## src/rtl/core_pkg.sv

```systemverilog
// Core-wide rename parameters shared by the free list and its bench.
package core_pkg;
  localparam int NUM_PREGS    = 64;
  localparam int NUM_AREGS    = 32;
  localparam int RENAME_WIDTH = 2;
  localparam int FREE_WIDTH   = 2;
  localparam int PREG_W       = $clog2(NUM_PREGS);

  typedef logic [PREG_W-1:0] preg_t;
endpackage

```

## src/rtl/popcount_prefix.sv

```systemverilog
// Per-lane count of set bits below each lane, plus the total set-bit count.
module popcount_prefix #(
  parameter int N = 2,
  localparam int CW = $clog2(N + 1)
) (
  input  logic [N-1:0]         bits,
  output logic [N-1:0][CW-1:0] prefix,
  output logic [CW-1:0]        total
);

  logic [CW-1:0] acc;

  always_comb begin
    acc = '0;
    for (int i = 0; i < N; i++) begin
      prefix[i] = acc;
      acc = acc + CW'(bits[i]);
    end
    total = acc;
  end

endmodule

```

## src/rtl/preg_free_list.sv

```systemverilog
// Physical register free list: circular buffer with speculative and committed
// allocation heads, so a flush restores every speculatively taken preg.
module preg_free_list #(
  parameter int NUM_PREGS   = core_pkg::NUM_PREGS,
  parameter int NUM_AREGS   = core_pkg::NUM_AREGS,
  parameter int ALLOC_WIDTH = core_pkg::RENAME_WIDTH,
  parameter int FREE_WIDTH  = core_pkg::FREE_WIDTH,
  localparam int DEPTH  = NUM_PREGS - NUM_AREGS,
  localparam int PREG_W = $clog2(NUM_PREGS),
  localparam int RC_W   = $clog2(ALLOC_WIDTH * FREE_WIDTH + 1),
  localparam int CNT_W  = $clog2(DEPTH + 1)
) (
  input  logic                                clk,
  input  logic                                rst,
  input  logic [ALLOC_WIDTH-1:0]              alloc_req,
  output logic                                alloc_ok,
  output logic [ALLOC_WIDTH-1:0][PREG_W-1:0]  alloc_preg,
  input  logic [FREE_WIDTH-1:0]               rel_valid,
  input  logic [FREE_WIDTH-1:0][PREG_W-1:0]   rel_preg,
  input  logic [RC_W-1:0]                     retire_cnt,
  input  logic                                flush,
  output logic [CNT_W-1:0]                    free_count,
  output logic                                overflow_err
);

  localparam int IDX_W = $clog2(DEPTH);
  localparam int PTR_W = IDX_W + 1;
  localparam int ACW   = $clog2(ALLOC_WIDTH + 1);
  localparam int FCW   = $clog2(FREE_WIDTH + 1);

  generate
    if (DEPTH < 2 || (DEPTH & (DEPTH - 1)) != 0) begin : g_depth_chk
      $error("preg_free_list: NUM_PREGS-NUM_AREGS must be a power of two >= 2");
    end
  endgenerate

  logic [PREG_W-1:0] entries [DEPTH];
  logic [PTR_W-1:0]  spec_head, commit_head, tail;

  logic [ALLOC_WIDTH-1:0][ACW-1:0]   a_prefix;
  logic [ACW-1:0]                    a_total;
  logic [FREE_WIDTH-1:0][FCW-1:0]    r_prefix;
  logic [FCW-1:0]                    r_total;

  popcount_prefix #(.N(ALLOC_WIDTH)) u_alloc_cnt (
    .bits   (alloc_req),
    .prefix (a_prefix),
    .total  (a_total)
  );

  popcount_prefix #(.N(FREE_WIDTH)) u_rel_cnt (
    .bits   (rel_valid),
    .prefix (r_prefix),
    .total  (r_total)
  );

  logic [PTR_W-1:0] free_ptr, occ, room, inflight, rel_acc, commit_next, spec_next;
  logic             full, empty, rel_drop, ret_over;
  logic [ALLOC_WIDTH-1:0][IDX_W-1:0] a_idx;
  logic [FREE_WIDTH-1:0][IDX_W-1:0]  w_idx;
  logic [FREE_WIDTH-1:0]             rel_ok;

  assign free_ptr   = tail - spec_head;
  assign free_count = CNT_W'(free_ptr);
  assign empty      = (free_ptr == '0);
  assign alloc_ok   = !flush && ((a_total == '0) || (!empty && (PTR_W'(a_total) <= free_ptr)));

  always_comb begin
    for (int i = 0; i < ALLOC_WIDTH; i++) begin
      a_idx[i]      = spec_head[IDX_W-1:0] + IDX_W'(a_prefix[i]);
      alloc_preg[i] = alloc_req[i] ? entries[a_idx[i]] : '0;
    end
  end

  // Releases may only refill slots whose allocations have committed.
  assign occ      = tail - commit_head;
  assign full     = (occ == PTR_W'(DEPTH));
  assign room     = full ? '0 : PTR_W'(DEPTH) - occ;
  assign rel_drop = PTR_W'(r_total) > room;
  assign rel_acc  = rel_drop ? room : PTR_W'(r_total);

  always_comb begin
    for (int j = 0; j < FREE_WIDTH; j++) begin
      w_idx[j]  = tail[IDX_W-1:0] + IDX_W'(r_prefix[j]);
      rel_ok[j] = rel_valid[j] && (PTR_W'(r_prefix[j]) < room);
    end
  end

  assign inflight    = spec_head - commit_head;
  assign ret_over    = PTR_W'(retire_cnt) > inflight;
  assign commit_next = ret_over ? spec_head : commit_head + PTR_W'(retire_cnt);
  assign spec_next   = flush    ? commit_next :
                       alloc_ok ? spec_head + PTR_W'(a_total) : spec_head;

  always_ff @(posedge clk) begin
    if (!rst) begin
      for (int i = 0; i < DEPTH; i++) begin
        entries[i] <= PREG_W'(NUM_AREGS + i);
      end
      spec_head    <= '0;
      commit_head  <= '0;
      tail         <= PTR_W'(DEPTH);
      overflow_err <= 1'b0;
    end else begin
      spec_head   <= spec_next;
      commit_head <= commit_next;
      tail        <= tail + rel_acc;
      if (rel_drop || ret_over) overflow_err <= 1'b1;
      for (int j = 0; j < FREE_WIDTH; j++) begin
        if (rel_ok[j]) entries[w_idx[j]] <= rel_preg[j];
      end
    end
  end

endmodule

```

## config.mk

```make
export PLATFORM = sky130hd
export DESIGN_NAME = preg_free_list
export DESIGN_NICKNAME = d
export VERILOG_FILES = /design/src/rtl/core_pkg.sv /design/src/rtl/popcount_prefix.sv /design/src/rtl/preg_free_list.sv
export SDC_FILE = /design/constraint.sdc
export NUM_CORES = 1
export LEC_CHECK = 0
export CORE_ASPECT_RATIO = 1.25
export CORE_MARGIN = 1
export CORE_UTILIZATION = 50
export CTS_BUF_LIST = sky130_fd_sc_hd__clkbuf_8 sky130_fd_sc_hd__clkbuf_16
export DETAILED_ROUTE_END_ITERATION = 16
export GPL_ROUTABILITY_DRIVEN = 0
export PLACE_DENSITY = 0.72
export SYNTH_ARGS = -nofsm -noshare
export SYNTH_HDL_FRONTEND = slang
export SYNTH_SLANG_ARGS = --single-unit
```

## constraint.sdc

```tcl
create_clock -name clk -period 11.8 [get_ports clk]
set_input_delay 1.77 -clock clk [delete_from_list [all_inputs] [get_ports clk]]
set_output_delay 1.77 -clock clk [all_outputs]
set_load 0.05 [all_outputs]
```

* Yosys cells after proc, flatten, opt, wreduce, memory -nomap -nowiden
Memory sizes are Yosys's and may differ from the RTL's. A register that Yosys moved wholly into a read port is not among the register bits. Index checks and enable logic that the tools add are counted. W data, S select, Z words.
Cells by class: $add $sub $neg 11, $lt $le $gt $ge 5, equality and inequality tests 1, muxes and demuxes 22, reductions and logical operators 13
Operators by type and width (count):
- $mux W6 | 9
- $mux W5 | 4
- $sub A6 B6 Y6 | 3
- $reduce_or A6 Y1 | 2
- $add A5 B1 Y5 | 2
- $mux W1 | 9
- $add A6 B2 Y6 | 1
- $add A6 B3 Y6 | 1
- $add A6 B6 Y6 | 1
- $eq A6 B6 Y1 const B | 1
- $gt A2 B6 Y1 | 1
- $gt A3 B6 Y1 | 1
- $le A2 B6 Y1 | 1
- $logic_not A6 Y1 | 1
- $lt A1 B6 Y1 | 1
- $lt A1 B6 Y1 const A | 1
- $sub A6 B6 Y6 const A | 1
- $add A1 B1 Y2 | 2
- $logic_and A1 B1 Y1 | 4
- $logic_not A1 Y1 | 2
- $logic_not A2 Y1 | 1
- $logic_or A1 B1 Y1 | 2
- $reduce_bool A2 Y1 | 1
Word-level totals: register bits after elaboration 19, memory bits (writable) 192, input port bits 22, output and inout port bits 20, memories kept 1
Memory list:
- entries | words 32, width 6, rd ports 2, clocked after memory_dff 1, write ports 32, line preg_free_list.sv:37 | logic [PREG_W-1:0] entries [DEPTH];

* Depth between registers and ports, before layout
Gate-level depths: netlist of the first run.
word-level depth 10, gate-level depth with buffers 25, gate-level depth less buffers 22

* Hierarchy
Synthesis of the first run repeated with hierarchy kept, for this count alone.
Unflattened totals: cells, all modules 1413, area, all modules 15512.4 µm²
By module, submodules not included:
- preg_free_list | times used 1, cells an instance 1401, area an instance 15419.8 µm², seq. area each 6145.9 µm²
- popcount_prefix | times used 2, cells an instance 6, area an instance 46.3 µm², seq. area each 0.0 µm²

* Worst setup path before layout of the first run
OpenSTA, ideal clock, no wires.
path kind input-to-output, start point in alloc_req[0], end point out alloc_preg[10] (netlist name), arrival time 4.235 ns, data required time 10.030 ns, path slack 5.795 ns, stages 7, buffers on the path 2, cells stage by stage ha_1 -> buf_2 -> buf_1 -> mux4_2 -> mux4_2 -> mux2i_1 -> nor2_1
RTL lines:
- start, declared | line preg_free_list.sv:15 | input logic [ALLOC_WIDTH-1:0] alloc_req,
- end, declared | line preg_free_list.sv:17 | output logic [ALLOC_WIDTH-1:0][PREG_W-1:0] alloc_preg,

==> out/qor.csv, run 1 <==
metric;value;unit
share_comb_of_total_power;0.531;
regArea;6251;um2
avgSynthCellArea;11.57;um2
design_area;16540;um2
crit_path_start_kind;primary input;
slew-limit-headroom;0.01052;
ys_seq_area_frac;0.4116;
antenna_found_initial;0;
violations;max-capacitance violations;
clk_latency;0.52;ns
grt_pass1_wl;79.41;mm
worstPathRequired;10.03;ns
cts_setup_buffers;0;
multi_input_area;8267;um2
ys_ff_latch;216;
p_sw;1835;uW
min_period;7.294;ns
p_int;2253;uW
setup_viol;0;
grt_overflow_total;0;
grt_start_max_net_pins;52;
synthToLayoutAreaGrowth;8.971;%
status;complete, but fails checks;
rows;70;
fin_worst_skew;0.01849;ns
dpl.cell_count;1649;
ant_nets;0;
path_clk_slew;0.06;ns
synth_edf_count;192;
grt_pass1_vias;12350;
clock_power_share;0.202;
cpPeakStageDelay;1.07;ns
arrival;5.52;ns
seqPwrFrac;0.266;
timing.hold.ws;0.5162;ns
worst_slew_pin_slew;1.479;ns
nNetsFinal;1346;
ys_warn_count;0;
swShare;0.4489;
via_per_inst;7.391;
synth_common_cells;edfxtp_1, nor2_1, mux4_2, nor3_1, a31oi_1;
clock_sinks;216;
yosysTopAreaCell;edfxtp_1;
worst-path-buf-inv;2;
drtPass1Iterations;6;
num_antenna_cells;0;
via_count;12490;
die_area;31060;um2
crit_slowest_cell;ha_2;
fmax;137.1;MHz
hold_class;reg2reg;
cts_hold_buffers;0;
period_share;0.6182;
synth_most_common_cell;edfxtp_1;
regToRegSetupSlack;6.01;ns
synth_area_leaders;edfxtp_1, mux4_2, mux2_2;
drv_cap;1;
end_kind;output pin;
synth_cell_types;77;
cp_max_fo;48;
synth_top_area_share;0.3799;
drc;0;
netlist_area;15170;um2
ir_worst_vdd;0.2031;mV
synthCells;1312;
core-area;29520;um2
dieHeight;196.8;um
fill_cells;2436;
tns;0;ns
io_pins;42;
rsz0062_at_grt;no;
cts_tree;yes;
cp_cell_sequence;clkdlybuf4s50_1 -> ha_4 -> ha_2 -> mux4_2 -> mux4_2 -> mux2i_1 -> nor2_1 -> clkdlybuf4s50_1;
cts_buffers;23;
cts.path.max_buffers;3;
hold_viol;0;
hpwlAfterDp;38.00;mm
crit_family;adder cells;
drive_above_1_share;0.2257;
slew_viol_final;0;
ys_dominant_reg_cell;edfxtp_1;
critPathKind;in2out;
die_w;157.8;um
p_leak;0.004944;uW
drt_iter0_drc;1956;
initial_utilization;0.5141;
track_usage;0.3605;
clock-root-buffer;clkbuf_16;
final_cells;1690;
port_buffers;41;
wirelength;54.55;mm
async_flop_share;0;
postPlaceCellArea;15680;um2
power_density;247.2;nW/um2
wl_per_cell;32.28;um
htreeDepth;1;
cts_resized;0;
per-layer routing:
| layer | up-vias | share of wire | routed length (um) | track usage |
|---|---|---|---|---|
| met3 | 344 | 0.13 | 7351 | 0.1288 |
| met4 | 0 | 0.11 | 5839 | 0.2977 |
| met5 | - | 0 | 0 | 0 |
| li1 | 5119 | - | - | - |
| met1 | 5948 | 0.31 | 17080 | 0.3993 |
| met2 | 1080 | 0.45 | 24280 | 0.5539 |
worst reg2reg max path: stages, from the launching register on:
cell and delay, ns:
dfxtp_1 0.87, inv_1 0.41, fa_1 0.52, nor2b_1 0.12, o21ai_0 0.10, a21boi_0 0.34, o221ai_1 0.28, or2_1 0.55
nor2b_1 0.28, ha_1 0.27, nand2_1 0.07, o21ai_0 0.09, nor3_1 0.37, a32o_1 0.22, ha_1 0.22, a21o_1 0.18
a21oi_1 0.21, o21bai_1 0.10, a21oi_1 0.23, xor2_1 0.17, nand2_1 0.06
registers in the layout, summed over array words and instances, names as in the netlist, named ones only:
| register | cells |
|---|---|
| entries | 192 |
| tail | 6 |
| commit_head | 6 |
| overflow_err | 1 |
| spec_head | 6 |
metrics by stage:
step | util | worst slack (ns) | power, uW
2_1_floorplan | - | 5.795 | 2615
3_3_place_gp | 0.5314 | 4.640 | 3150
3_5_place_dp | 0.5314 | 4.555 | 3195
4_1_cts | 0.5602 | 4.555 | 4008
5_1_grt | 0.5602 | 4.407 | 4249
6_report | 0.5602 | 4.506 | 4088
final cells by class:
type,count,area share
clock buffer,25,0.03647
sequential,216,0.3780
tap,396,0.02996
clock inverter,16,0.01506
inverter,36,0.008172
timing repair buffer,61,0.03238
multi-input combinational,940,0.4999
power by group through the flow:
stage / sequential [uW] / combinational (uW) / clock (uW)
after floorplan: 962 / 1650 / 0
after global placement: 1100 / 2050 / 0
after detailed placement: 1100 / 2090 / 0
after CTS: 1090 / 2100 / 820
after global routing: 1100 / 2290 / 855
final: 1090 / 2170 / 827
path summary, 6_finish.rpt:
| kind | start | endpoint | depth (start not counted) |
|---|---|---|---|
| worst max-delay path | alloc_req[0] | alloc_preg[6] | 8 |
| worst min-delay path | overflow_err$_SDFFE_PN0P_ | overflow_err$_SDFFE_PN0P_ | 2 |
| worst max register to register | tail[1]$_SDFF_PN0_ | tail[5]$_SDFF_PN1_ | 20 |
| worst min register to register | overflow_err$_SDFFE_PN0P_ | overflow_err$_SDFFE_PN0P_ | 2 |
cell usage in the layout, fill, tap and decap left out, types with 15 or more instances in the layout:
master           instances
o211ai_1                32
mux2i_1                 15
buf_4                   20
mux4_2                 120
mux2_2                  62
nor2_1                 131
nor3_1                  97
clkbuf_16               23
edfxtp_1               192
inv_1                   36
ha_1                    38
a31oi_1                 87
clkdlybuf4s50_1         36
nand3_1                 50
nand2_1                 67
o31ai_1                 33
dfxtp_1                 22
cells by family (layout without fill, tap and decap cells):
logic type      count (synthesis)  after routing  synth area share
compound gates                238            238            0.1140
buf+inv                       158            138           0.04626
other cells                     1              3         0.0002471
flops                         216            216            0.4116
fa+ha+maj                      46             46           0.04090
simple gates                  428            428            0.1352
mux                           201            201            0.2370
xor+xnor                       24             24           0.01476
(Power assumes the default switching activity.)
==> run 2, diff against run 1 <==
==> constraint.sdc (replaced) <==
create_clock -name clk -period 7.63 [get_ports clk]
set_input_delay 1.1445 -clock clk [delete_from_list [all_inputs] [get_ports clk]]
set_output_delay 1.1445 -clock clk [all_outputs]
set_load 0.05 [all_outputs]
==> run 2 against run 1 <==
The flow now finishes without violations. Sequential cell count did not move. Critical endpoint unchanged. Die area did not move. Hold slack improved by 0.016 ns. Power rose by 50%. Largest cell class unchanged. Utilization fell by 0.38 points. Sequential power rose by 50%.
==> out/qor.csv, run 2 (same netlist as run 1, synthesis figures left out) <==
metric;value;unit;change
status;finished clean;;was complete, but fails checks
grt_pass1_wl;77.68;mm;was 79.41 mm
clock_sinks;216;;unchanged
grt_start_max_net_pins;49;;was 52
setup_viol;0;;unchanged
largest_reg_flops;192;;unchanged
p_leak;0.004887;uW;was 0.004944 uW
worstPathRequired;6.49;ns;was 10.03 ns
cp_cell_sequence;clkdlybuf4s50_1 -> ha_4 -> ha_2 -> mux4_2 -> mux4_2 -> mux2i_1 -> nor2_1 -> clkdlybuf4s50_1;;unchanged
drt_iter0_drc;2156;;was 1956
crit-reg2reg-capture;tail[5]$_SDFF_PN1_;;unchanged
via_count;12520;;was 12490
period_share;0.7921;;
antenna_found_initial;3;;was 0
dieHeight;196.8;um;unchanged
cp_max_fo;48;;unchanged
via_per_inst;7.398;;was 7.391
clock-root-buffer;clkbuf_16;;unchanged
path_clk_slew;0.06;ns;about the same
io_pins;42;;unchanged
layout_common_cells;edfxtp_1, nor2_1, mux4_2, nor3_1, a31oi_1;;unchanged
port_buffers;41;;unchanged
wl_per_cell;31.58;um;was 32.28 um
crit_family;adder cells;;unchanged
tns;0;ns;unchanged
slew_viol_final;0;;unchanged
crit_slowest_cell;ha_2;;unchanged
nNetsFinal;1349;;was 1346
cts_resized;0;;unchanged
hold_class;reg2reg;;unchanged
postPlaceCellArea;15720;um2;was 15680 um2
worst_slew_pin_slew;1.417;ns;was 1.479 ns
fin_util;0.5564;;was 0.5602
rows;70;;unchanged
grt_pass1_vias;11890;;was 12350
num_antenna_cells;0;;unchanged
drtPass1Iterations;8;;was 6
htreeDepth;1;;unchanged
fmax;165.5;MHz;
power_density;372.5;nW/um2;was 247.2 nW/um2
drc;0;;unchanged
grt_util_met1;0.4155;;was 0.3993
track_usage;0.3524;;was 0.3605
clk_latency;0.53;ns;was 0.52 ns
crit_path_start_kind;primary input;;unchanged
cts.path.max_buffers;3;;unchanged
design_area;16420;um2;was 16540 um2
hpwlAfterDp;37.45;mm;was 38.00 mm
arrival;4.90;ns;was 5.52 ns
startpoint;alloc_req[0];;unchanged
slew-limit-headroom;0.05211;;was 0.01052
synthToLayoutAreaGrowth;8.229;%;was 8.971%
cts_setup_buffers;0;;unchanged
grtUsageMet2;0.5557;;was 0.5539
critPathKind;in2out;;unchanged
die_w;157.8;um;unchanged
initial_utilization;0.5141;;unchanged
end_kind;output pin;;unchanged
worstHoldEndpoint;overflow_err$_SDFFE_PN0P_;;unchanged
core-area;29520;um2;unchanged
worst-path-buf-inv;2;;unchanged
cpPeakStageDelay;1.06;ns;was 1.07 ns
cts_hold_buffers;0;;unchanged
cts_tree;yes;;unchanged
rsz0062_at_grt;no;;unchanged
ir_worst_vdd;0.3869;mV;was 0.2031 mV
min_period;6.044;ns;
hold_viol;0;;unchanged
drv_cap;0;;was 1
largest_register;entries;;unchanged
die_area;31060;um2;unchanged
cts_buffers;22;;was 23
drive_above_1_share;0.2228;;was 0.2257
mostFrequentLayoutCell;edfxtp_1;;unchanged
gr-max-usage-layer;met2;;unchanged
worstReg2RegStart;tail[0]$_SDFF_PN0_;;was tail[1]$_SDFF_PN0_
holdPathStages;2;;unchanged
regToRegSetupSlack;2.19;ns;was 6.01 ns
fin_worst_skew;0.02191;ns;was 0.01849 ns
dp_slack;1.638;ns;was 4.555 ns
grt_overflow_total;0;;unchanged
reg2regPathDepth;21;;was 20
wirelength;53.47;mm;was 54.55 mm
ant_nets;0;;unchanged
min_from;overflow_err$_SDFFE_PN0P_;;unchanged
timing.final.ws_setup;1.586;ns;was 4.506 ns
fill_cells;2425;;was 2436
gr-usage-met3;0.08245;;was 0.1288
[run 2: worst max-delay path by stage]
stage                           endpoint  slack, ns  depth (start not counted)
after floorplan           alloc_preg[10]       2.88                          7
after global placement     alloc_preg[8]       1.69                          8
after detailed placement   alloc_preg[9]       1.64                          8
after CTS                  alloc_preg[9]       1.63                          8
after global routing       alloc_preg[6]       1.49                          8
final                      alloc_preg[6]       1.59                          8
[run 2: layout make-up]
class                           instances  area [um2]  area share
Clock buffer                           23       575.6     0.03504
Clock inverter                         17       123.9    0.007542
Inverter                               36       135.1    0.008228
Multi-Input combinational cell        940        8267      0.5034
Sequential cell                       216        6251      0.3806
Tap cell                              396       495.5     0.03017
Timing Repair Buffer                   65       575.6     0.03504
[run 2: routing by layer]
metal / up-vias / part of all wire
met5: - / 0.00067
met4: 4 / 0.092
met3: 289 / 0.13
met2: 1160 / 0.46
met1: 5954 / 0.32
li1: 5117 / -
[run 2: power by group]
| part | internal [uW] | total [uW] | leakage, uW | switching, uW |
|---|---|---|---|---|
| sequential | 1410 | 1640 | 0.00179 | 224 |
| combinational | 1300 | 3410 | 0.00275 | 2100 |
| clock | 585 | 1080 | 0.000341 | 491 |
[run 2: per-stage QoR]
stage	cells	total power (uW)	hold slack, ns
after detailed placement	1653	4952	0.5342
after global routing	1693	6341	0.5692
after global placement	1653	4877	0.5162
final	1693	6118	0.5327
after CTS	1693	6004	0.5452
after floorplan	1314	4044	0.4917
[run 2: worst reg2reg max path, stage by stage, from the launching register on]
cell	delay, ns
dfxtp_1	0.60
inv_1	0.29
ha_1	0.32
fa_1	0.41
nor2b_1	0.11
o21ai_0	0.10
a21boi_0	0.32
o221ai_1	0.26
or2_1	0.53
nor2b_1	0.27
ha_1	0.27
nand2_1	0.06
o21ai_0	0.08
nor3_1	0.32
a32o_1	0.22
ha_1	0.23
a21o_1	0.19
a21oi_1	0.22
o21bai_1	0.09
a21oi_1	0.21
xor2_1	0.16
nand2_1	0.06
==> run 3, diff against run 2 <==
==> constraint.sdc (replaced) <==
create_clock -name clk -period 5.86 [get_ports clk]
set_input_delay 0.879 -clock clk [delete_from_list [all_inputs] [get_ports clk]]
set_output_delay 0.879 -clock clk [all_outputs]
set_load 0.05 [all_outputs]
==> run 3 against run 2 <==
Wire length shrank 1.7%. Worst setup slack lost 0.96 ns. Hold slack lost 0.015 ns. Non-clock buffer count grew 9. First-iteration DRC count shrank 5.6%. Critical path type unchanged. Critical endpoint is now alloc_preg[9]. Largest cell class unchanged. Sequential share of layout area shrank 0.26 points. Register-to-register slack lost 1.2 ns. Via count shrank 1.3%. Global-route usage shrank 0.56 points. Clock skew shrank 0.012 ns. Clock power grew 35%.
==> out/qor.csv, run 3 (same netlist as run 1, synthesis figures left out) <==
metric;value;unit;change
status;finished clean;;unchanged
largest_register;entries;;unchanged
cpPeakStageDelay;0.70;ns;was 1.06 ns
die_area;31060;um2;unchanged
antenna_found_initial;1;;was 3
wirelength;52.58;mm;was 53.47 mm
cts_resized;0;;unchanged
io_pins;42;;unchanged
wl_per_cell;30.87;um;was 31.58 um
fill_cells;2408;;was 2425
cts_setup_buffers;0;;unchanged
port_buffers;41;;unchanged
worstHoldEndpoint;overflow_err$_SDFFE_PN0P_;;unchanged
hold_viol;0;;unchanged
nNetsFinal;1359;;was 1349
cts_hold_buffers;0;;unchanged
holdPathStages;2;;unchanged
rsz0062_at_grt;no;;unchanged
dieHeight;196.8;um;unchanged
hold_class;reg2reg;;unchanged
dp_slack;0.6667;ns;was 1.638 ns
arrival;4.36;ns;was 4.90 ns
via_per_inst;7.262;;was 7.398
grt_start_max_net_pins;49;;unchanged
initial_utilization;0.5141;;unchanged
cts_tree;yes;;unchanged
clock_sinks;216;;unchanged
crit_family;buffers and inverters;;was adder cells
layout_common_cells;edfxtp_1, nor2_1, mux4_2, nor3_1, a31oi_1;;unchanged
p_leak;0.004972;uW;was 0.004887 uW
slew-limit-headroom;0.08318;;was 0.05211
worst-path-buf-inv;3;;was 2
num_antenna_cells;0;;unchanged
clk_latency;0.52;ns;was 0.53 ns
grt_pass1_vias;12070;;was 11890
worstPathRequired;4.98;ns;was 6.49 ns
worstReg2RegStart;tail[0]$_SDFF_PN0_;;unchanged
crit_slowest_cell;clkdlybuf4s50_1;;was ha_2
grt_pass1_wl;76.89;mm;was 77.68 mm
htreeDepth;1;;unchanged
drtPass1Iterations;6;;was 8
min_period;5.237;ns;
min_from;overflow_err$_SDFFE_PN0P_;;unchanged
ir_worst_vdd;0.6987;mV;was 0.3869 mV
postPlaceCellArea;15790;um2;was 15720 um2
crit_path_start_kind;primary input;;unchanged
die_w;157.8;um;unchanged
drc;0;;unchanged
period_share;0.8937;;
via_count;12370;;was 12520
timing.final.ws_setup;0.6231;ns;was 1.586 ns
largest_reg_flops;192;;unchanged
power_density;486.4;nW/um2;was 372.5 nW/um2
drv_cap;0;;unchanged
cts.path.max_buffers;3;;unchanged
ant_nets;0;;unchanged
grt_overflow_total;0;;unchanged
finalPower;8042;uW;was 6118 uW
fmax;191.0;MHz;
critPathKind;in2out;;unchanged
end_kind;output pin;;unchanged
worst_slew_pin_slew;1.370;ns;was 1.417 ns
crit-reg2reg-capture;tail[5]$_SDFF_PN1_;;unchanged
rows;70;;unchanged
track_usage;0.3469;;was 0.3524
setup_viol;0;;unchanged
path_clk_slew;0.06;ns;about the same
hpwlAfterDp;37.38;mm;was 37.45 mm
slew_viol_final;0;;unchanged
regToRegSetupSlack;0.98;ns;was 2.19 ns
mostFrequentLayoutCell;edfxtp_1;;unchanged
cp_max_fo;19;;was 48
drive_above_1_share;0.2295;;was 0.2228
clock-root-buffer;clkbuf_16;;unchanged
reg2regPathDepth;22;;was 21
design_area;16530;um2;was 16420 um2
cts_buffers;23;;was 22
cp_cell_sequence;clkdlybuf4s50_1 -> ha_4 -> buf_4 -> mux4_2 -> mux4_2 -> mux2i_1 -> nor2_1 -> clkdlybuf4s50_1;;was clkdlybuf4s50_1 -> ha_4 -> ha_2 -> mux4_2 -> mux4_2 -> mux2i_1 -> nor2_1 -> clkdlybuf4s50_1
drt_iter0_drc;2035;;was 2156
tns;0;ns;unchanged
core-area;29520;um2;unchanged
synthToLayoutAreaGrowth;8.963;%;was 8.229%
fin_worst_skew;0.009617;ns;was 0.02191 ns
## run 3: changes by cell type in the layout (fill, tap and decap cells not counted)
cell / previous run / this run
buf_12: 0 / 1
buf_2: 3 / 5
inv_1: 38 / 39
buf_4: 24 / 32
clkdlybuf4s50_1: 38 / 36
inv_6: 0 / 2
clkinvlp_4: 5 / 1
clkbuf_16: 23 / 25
## run 3: layout make-up
class	count	area [um2]	share of cell area
inverters	36	135.1	0.008173
repair buffers	74	645.6	0.03905
flip-flops and latches	216	6251	0.3781
multi-input cells	940	8267	0.5000
clock inverters	16	115.1	0.006962
clock buffers	25	625.6	0.03784
well taps	396	495.5	0.02997
## run 3: tightest hold or removal path, cell delays in order (launching register included)
cell	delay, ns
dfxtp_1	0.31
nor2_1	0.09
a21boi_0	0.07
## run 3: power by group
part           total, uW  switching [uW]  internal (uW)
logic               4440            2730           1710
registers           2140             300           1840
clock network       1460             641            817
## run 3: worst max path at each step
stage                                  start                 end  slack [ns]  cells past startpoint
after detailed placement        alloc_req[0]       alloc_preg[9]        0.67                      8
after floorplan           tail[0]$_SDFF_PN0_  tail[5]$_SDFF_PN1_        1.11                     24
after CTS                       alloc_req[0]       alloc_preg[9]        0.66                      8
after global routing            alloc_req[0]       alloc_preg[9]        0.42                      8
final                           alloc_req[0]       alloc_preg[9]        0.62                      8
after global placement          alloc_req[0]       alloc_preg[8]        0.74                      8
## run 3: stage by stage
stage,util,hold WS (ns),std cells
after floorplan,-,0.4917,1314
after global placement,0.5351,0.5091,1662
after detailed placement,0.5351,0.5094,1662
after CTS,0.5602,0.5204,1703
after global routing,0.5602,0.5721,1703
final,0.5602,0.5175,1703
## run 3: layer usage
| layer | vias to the layer above | GRT usage | part of all wire |
|---|---|---|---|
| met4 | 0 | 0.2362 | 0.082 |
| met3 | 254 | 0.09499 | 0.13 |
| li1 | 5125 | - | - |
| met1 | 5905 | 0.4006 | 0.32 |
| met5 | - | 0 | 0 |
| met2 | 1083 | 0.5590 | 0.47 |
